==> src/rtl/pipeline_pkg.sv <==
// Shared constants and helpers for the pipeline output-buffer slice.
package pipeline_pkg;

    localparam int DW_DEFAULT    = 64;
    localparam int DEPTH_DEFAULT = 4;
    localparam int DEPTH_MIN     = 2;
    localparam int STALL_CW      = 32;

    function automatic bit depth_is_legal(input int depth);
        return (depth >= DEPTH_MIN) && ((depth & (depth - 1)) == 0);
    endfunction

endpackage

==> src/rtl/pipeline_sink_ram.sv <==
// DEPTH x DW register array: one synchronous write port, one combinational read port.
module pipeline_sink_ram #(
    parameter int DW    = 64,
    parameter int DEPTH = 4,
    parameter int AW    = 2
) (
    input  logic          clk,
    input  logic          we,
    input  logic [AW-1:0] waddr,
    input  logic [DW-1:0] wdata,
    input  logic [AW-1:0] raddr,
    output logic [DW-1:0] rdata
);

    logic [DW-1:0] mem_r [DEPTH];

    // Storage is deliberately not reset; occupancy tracking makes stale contents invisible.
    always_ff @(posedge clk) begin
        if (we) begin
            mem_r[waddr] <= wdata;
        end
    end

    assign rdata = mem_r[raddr];

endmodule

==> src/rtl/pipeline_sink.sv <==
// FWFT output buffer that back-pressures an enable-stalled pipeline without drop or duplication.
// Optional stall counter output enabled by defining PIPELINE_SINK_STALLCNT_EN.
module pipeline_sink
    import pipeline_pkg::*;
#(
    parameter  int DW    = DW_DEFAULT,
    parameter  int DEPTH = DEPTH_DEFAULT,
    localparam int CW    = $clog2(DEPTH + 1)
) (
    input  logic                clk,
    input  logic                nreset,
    input  logic                in_valid,
    input  logic [DW-1:0]       in_data,
    output logic                en_out,
    output logic                out_valid,
    input  logic                out_ready,
    output logic [DW-1:0]       out_data,
    output logic [CW-1:0]       count,
    output logic                full,
    output logic                empty
`ifdef PIPELINE_SINK_STALLCNT_EN
    ,
    output logic [STALL_CW-1:0] stall_count
`endif
);

    localparam int AW = $clog2(DEPTH);

    if (!depth_is_legal(DEPTH)) begin : g_depth_check
        $error("pipeline_sink: DEPTH must be a power of two and at least 2");
    end

    logic [AW-1:0] wr_ptr_r;
    logic [AW-1:0] rd_ptr_r;
    logic [CW-1:0] count_r;
    logic          full_s;
    logic          empty_s;
    logic          en_s;
    logic          push_s;
    logic          pop_s;

    assign full_s  = (count_r == CW'(DEPTH));
    assign empty_s = (count_r == {CW{1'b0}});
    assign pop_s   = ~empty_s & out_ready;
    // A slot freed by this cycle's pop may be refilled in the same cycle.
    assign en_s    = ~full_s | pop_s;
    assign push_s  = in_valid & en_s;

    assign en_out    = en_s;
    assign out_valid = ~empty_s;
    assign count     = count_r;
    assign full      = full_s;
    assign empty     = empty_s;

    pipeline_sink_ram #(
        .DW    (DW),
        .DEPTH (DEPTH),
        .AW    (AW)
    ) u_ram (
        .clk   (clk),
        .we    (push_s),
        .waddr (wr_ptr_r),
        .wdata (in_data),
        .raddr (rd_ptr_r),
        .rdata (out_data)
    );

    // Write pointer advances on every accepted word, wrapping naturally.
    always_ff @(posedge clk or negedge nreset) begin
        if (!nreset) begin
            wr_ptr_r <= {AW{1'b0}};
        end else if (push_s) begin
            wr_ptr_r <= wr_ptr_r + AW'(1);
        end else begin
            wr_ptr_r <= wr_ptr_r;
        end
    end

    // Read pointer advances on every pop, wrapping naturally.
    always_ff @(posedge clk or negedge nreset) begin
        if (!nreset) begin
            rd_ptr_r <= {AW{1'b0}};
        end else if (pop_s) begin
            rd_ptr_r <= rd_ptr_r + AW'(1);
        end else begin
            rd_ptr_r <= rd_ptr_r;
        end
    end

    // Occupancy: simultaneous push and pop cancel out.
    always_ff @(posedge clk or negedge nreset) begin
        if (!nreset) begin
            count_r <= {CW{1'b0}};
        end else begin
            case ({push_s, pop_s})
                2'b10:   count_r <= count_r + CW'(1);
                2'b01:   count_r <= count_r - CW'(1);
                default: count_r <= count_r;
            endcase
        end
    end

`ifdef PIPELINE_SINK_STALLCNT_EN
    logic [STALL_CW-1:0] stall_count_r;

    // Counts cycles where the pipeline holds a valid word because the buffer is full; saturating.
    always_ff @(posedge clk or negedge nreset) begin
        if (!nreset) begin
            stall_count_r <= {STALL_CW{1'b0}};
        end else if (in_valid && !en_s && (stall_count_r != {STALL_CW{1'b1}})) begin
            stall_count_r <= stall_count_r + STALL_CW'(1);
        end else begin
            stall_count_r <= stall_count_r;
        end
    end

    assign stall_count = stall_count_r;
`endif

endmodule

==> config.mk <==
export PLATFORM = sky130hd
export DESIGN_NAME = pipeline_sink
export DESIGN_NICKNAME = d
export VERILOG_FILES = /design/src/rtl/pipeline_pkg.sv /design/src/rtl/pipeline_sink_ram.sv /design/src/rtl/pipeline_sink.sv
export SDC_FILE = /design/constraint.sdc
export NUM_CORES = 1
export LEC_CHECK = 0
export CORE_ASPECT_RATIO = 1.25
export CORE_MARGIN = 1
export CORE_UTILIZATION = 40
export DETAILED_ROUTE_END_ITERATION = 10
export SLEW_MARGIN = 30
export SYNTH_ARGS = -nofsm -noshare
export SYNTH_HDL_FRONTEND = slang
export SYNTH_HIERARCHICAL = 1
export SYNTH_SLANG_ARGS = --single-unit
==> constraint.sdc <==
create_clock -name clk -period 8.45 [get_ports clk]
set_input_delay 1.69 -clock clk [delete_from_list [all_inputs] [get_ports clk]]
set_output_delay 1.69 -clock clk [all_outputs]
set_load 0.02 [all_outputs]
==> impl_metrics.csv <==
group,metric,value,unit
logic_synthesis,synth-async-reset-ratio,2.66,%
clock_network,cts_num_sinks,263,
logic_synthesis,netlist_top_cells_count,"256 x edfxtp_1, 60 x mux4_2, 7 x dfrtp_1, 6 x buf_12, 6 x buf_2",
worst_hold_path,worst_hold_path_type,"reg2reg",
place,gp_congestion,0.692,
place,portBuffers,138,
clock_network,cts_inserted_buffers,26,
power_and_ir_drop,netSwitchingPower,1.32,mW
place,dpl-instance-area,0.0114,mm²
critical_path,path_cells,"buf_4 -> mux4_2 -> clkdlybuf4s50_1",
drt,detail_route.vias_per_cell,4.92,
sta,post-route-period-util,58.8,%
logic_synthesis,synth_cell_types,25,
die,floorplan.initialDensity,40.8,%
clock_network,cts_buffer_depth,3,
job,drv.max_cap_violation_count,0,
clock_network,cts.root.buffer_cell,"clkbuf_16",
logic_synthesis,cells_after_synth,369,
finish,drive_above_1_share,20.3,%
power_and_ir_drop,total_power,4.40,mW
finish,layout.core_utilization,51.4,%
critical_path,critPathTopFamily,"buffers and inverters",
logic_synthesis,dominantRegCellSynth,"edfxtp_1",
power_and_ir_drop,power_report.internal_total,3.09,mW
sta,whs,0.565,ns
logic_synthesis,synth.cell_area,0.00971,mm²
sta,fin_crit,4.97,ns
logic_synthesis,netlist_top_cells_area,"edfxtp_1 79%, mux4_2 14%, dfrtp_1 1.8%",
sta,max-slew-margin-rel,52.1,%
clock_network,cts.repair.resized,0,
logic_synthesis,synthDominantAreaCellType,"edfxtp_1",
place,dp_hpwl,9750,µm
logic_synthesis,yosys_register_bits,263,
grt,grt_start_max_net_pins,65,
logic_synthesis,synth_top_area_share,79.2,%
critical_path,cp.buffers_inverters,2,
clock_network,ctsHtreeMaxLevel,1,
logic_synthesis,synth_fp_nets,439,
power_and_ir_drop,netSwitchingFraction,29.9,%
clock_network,cts_hold_buffers,0,
clock_network,post-cts-setup-buffer-count,0,
die,design.core.area,0.0238,mm²
power_and_ir_drop,power.share.sequential,42.4,%
sta,final.setup.tns,0,ns
power_and_ir_drop,power.clock.fraction,24.1,%
clock_network,clk-insertion-delay-late,0.51,ns
sta,worst-slew-pin-transition,0.719,ns
logic_synthesis,seq_area_frac_synth,81.0,%
critical_path,crit_fanout,35,
sta,rsz_0062_raised_after_global_routing,"false",
die,floorplan.die.height,176,µm
drt,wl_per_cell,19.6,µm
sta,finalClockSkew,0.00863,ns
sta,report.final.hold_viol_count,0,
die,floorplan.io_pins,139,
drt,count_of_nets_left_with_antenna_violations_after_detail_routing,0,
drt,count_of_routing_violations_after_the_opening_detailed_route_iteration,199,
power_and_ir_drop,comb_power_share,33.5,%
power_and_ir_drop,power.density_cell_area,360,mW/mm²
die,fp.dieW,141,µm
logic_synthesis,syn_avg_cell_area,26.3,µm²
power_and_ir_drop,maximum_resistive_drop_on_vdd,238,µV
critical_path,cp_slowest_stage_delay,0.87,ns
drt,dr.pass1.iters,4,
sta,setup_viol,0,
run_status,status,"complete, no violations",
critical_path,setup_crit_end_kind,"output pin",
critical_path,start_kind,"flop",
clock_network,cts.reportedPaths.clkPinSlew,0.06,ns
finish,finalNetCount,597,
logic_synthesis,yosys.cell_count.top_type,"edfxtp_1",
grt,antenna_found_initial,1,
grt,gr-usage-all-layers,14.3,%
critical_path,path_class,"reg2out",
finish,layout.cell_area.non_filler,0.0122,mm²
die,design.die.area,0.0249,mm²
critical_path,worst_ep_arrival_time,3.28,ns
sta,slew_violations,0,
power_and_ir_drop,power.leakage,3.92,nW
drt,remaining_drc_errors,0,
logic_synthesis,synth_warnings,6,
sta,fmax,201,MHz
drt,final_routed_wirelength,17100,µm
die,placementRows,63,
critical_path,timing.critical_path.slowest_stage_cell,"dfrtp_4",
drt,detailroute.via_count,4290,
clock_network,cts_tree,"done",
grt,globalRoute.totalOverflow,0,
critical_path,worst_ep_required_time,6.76,ns
grt,grt_pass1_wl,26700,µm
finish,layout-area-overhead-vs-synth,26.0,%
logic_synthesis,synth_edf_count,256,
grt,vias_in_the_first_global_route,4791,
==> sequential cells by signal (all words and copies together) (netlist names) <==
signal and flops:
rd_ptr_r 2, wr_ptr_r 2, u_ram/mem_r 256, count 3
==> power groups by stage <==
stage	sequential (mW)	combinational, mW	clock (mW)
3_3_place_gp	1.92	1.45	0
4_1_cts	1.88	1.51	1.09
5_1_grt	1.90	1.57	1.15
6_report	1.87	1.48	1.06
2_1_floorplan	1.82	0.988	0
3_5_place_dp	1.91	1.50	0
==> area by class of cell <==
class	count	area, µm²
Antenna cell	1	2.50
Sequential cell	263	7870
Inverter	5	18.8
Multi-Input combinational cell	87	1680
Timing Repair Buffer	144	1460
Clock inverter	13	90.1
Tap cell	325	407
Fill cell	1938	11600
Clock buffer	34	702
==> final timing paths <==
path,endpoint,from,slack (ns),depth (start not counted)
min in group asynchronous,count[1],nreset,1.44,1
max,out_data[32],rd_ptr_r[0],3.48,3
min reg2reg,count[2],count[2],0.57,1
max reg2reg,u_ram/mem_r[2][26],count[2],6.02,5
max in group asynchronous,rd_ptr_r[1],nreset,6.73,1
min,count[2],count[2],0.57,1
==> metrics by stage <==
stage                     instances  worst slack [ns]
after floorplan                 369              1.24
after global placement          822              3.50
after detailed placement        824              3.49
after CTS                       871              3.34
after global routing            871              3.23
final                           872              3.48
==> metal layers <==
layer,GRT usage (%),up-vias,wire [µm]
met2,25.9,101,9120
met5,0,-,0
met1,17.3,2256,6850
met3,2.50,28,716
met4,4.66,0,380
li1,-,1905,-
==> worst register-to-register path, delay by kind of cell (launching register included) <==
kind	cells	cell delay [ns]
AND/OR/NAND/NOR	3	0.90
flip-flops	1	0.43
buffers and inverters	2	0.71
==> kinds of logic (layout without fill, tap and decap cells) <==
group | after synthesis | after routing | synth area share (%)
adders and majority gates | 2 | 2 | 0.335
xor gates and xnor gates | 7 | 7 | 0.632
buffers and inverters | 19 | 196 | 1.91
AOI/OAI and AO/OA | 2 | 2 | 0.155
other | 0 | 1 | 0
and+or+nand+nor | 12 | 12 | 0.954
DFF | 263 | 263 | 81.0
muxes | 64 | 64 | 15.0
==> placed cells by master (no fill, tap or decap), drive strengths merged, types with 2 or more instances in the layout <==
| master | instances |
|---|---|
| and3 | 2 |
| xor2 | 3 |
| nand2 | 3 |
| inv | 5 |
| clkbuf | 34 |
| edfxtp | 256 |
| clkinvlp | 2 |
| clkdlybuf4s50 | 138 |
| xnor2 | 4 |
| buf | 6 |
| dfrtp | 7 |
| mux4 | 64 |
| and3b | 2 |
| clkinv | 10 |
(Power assumes the default switching activity.)
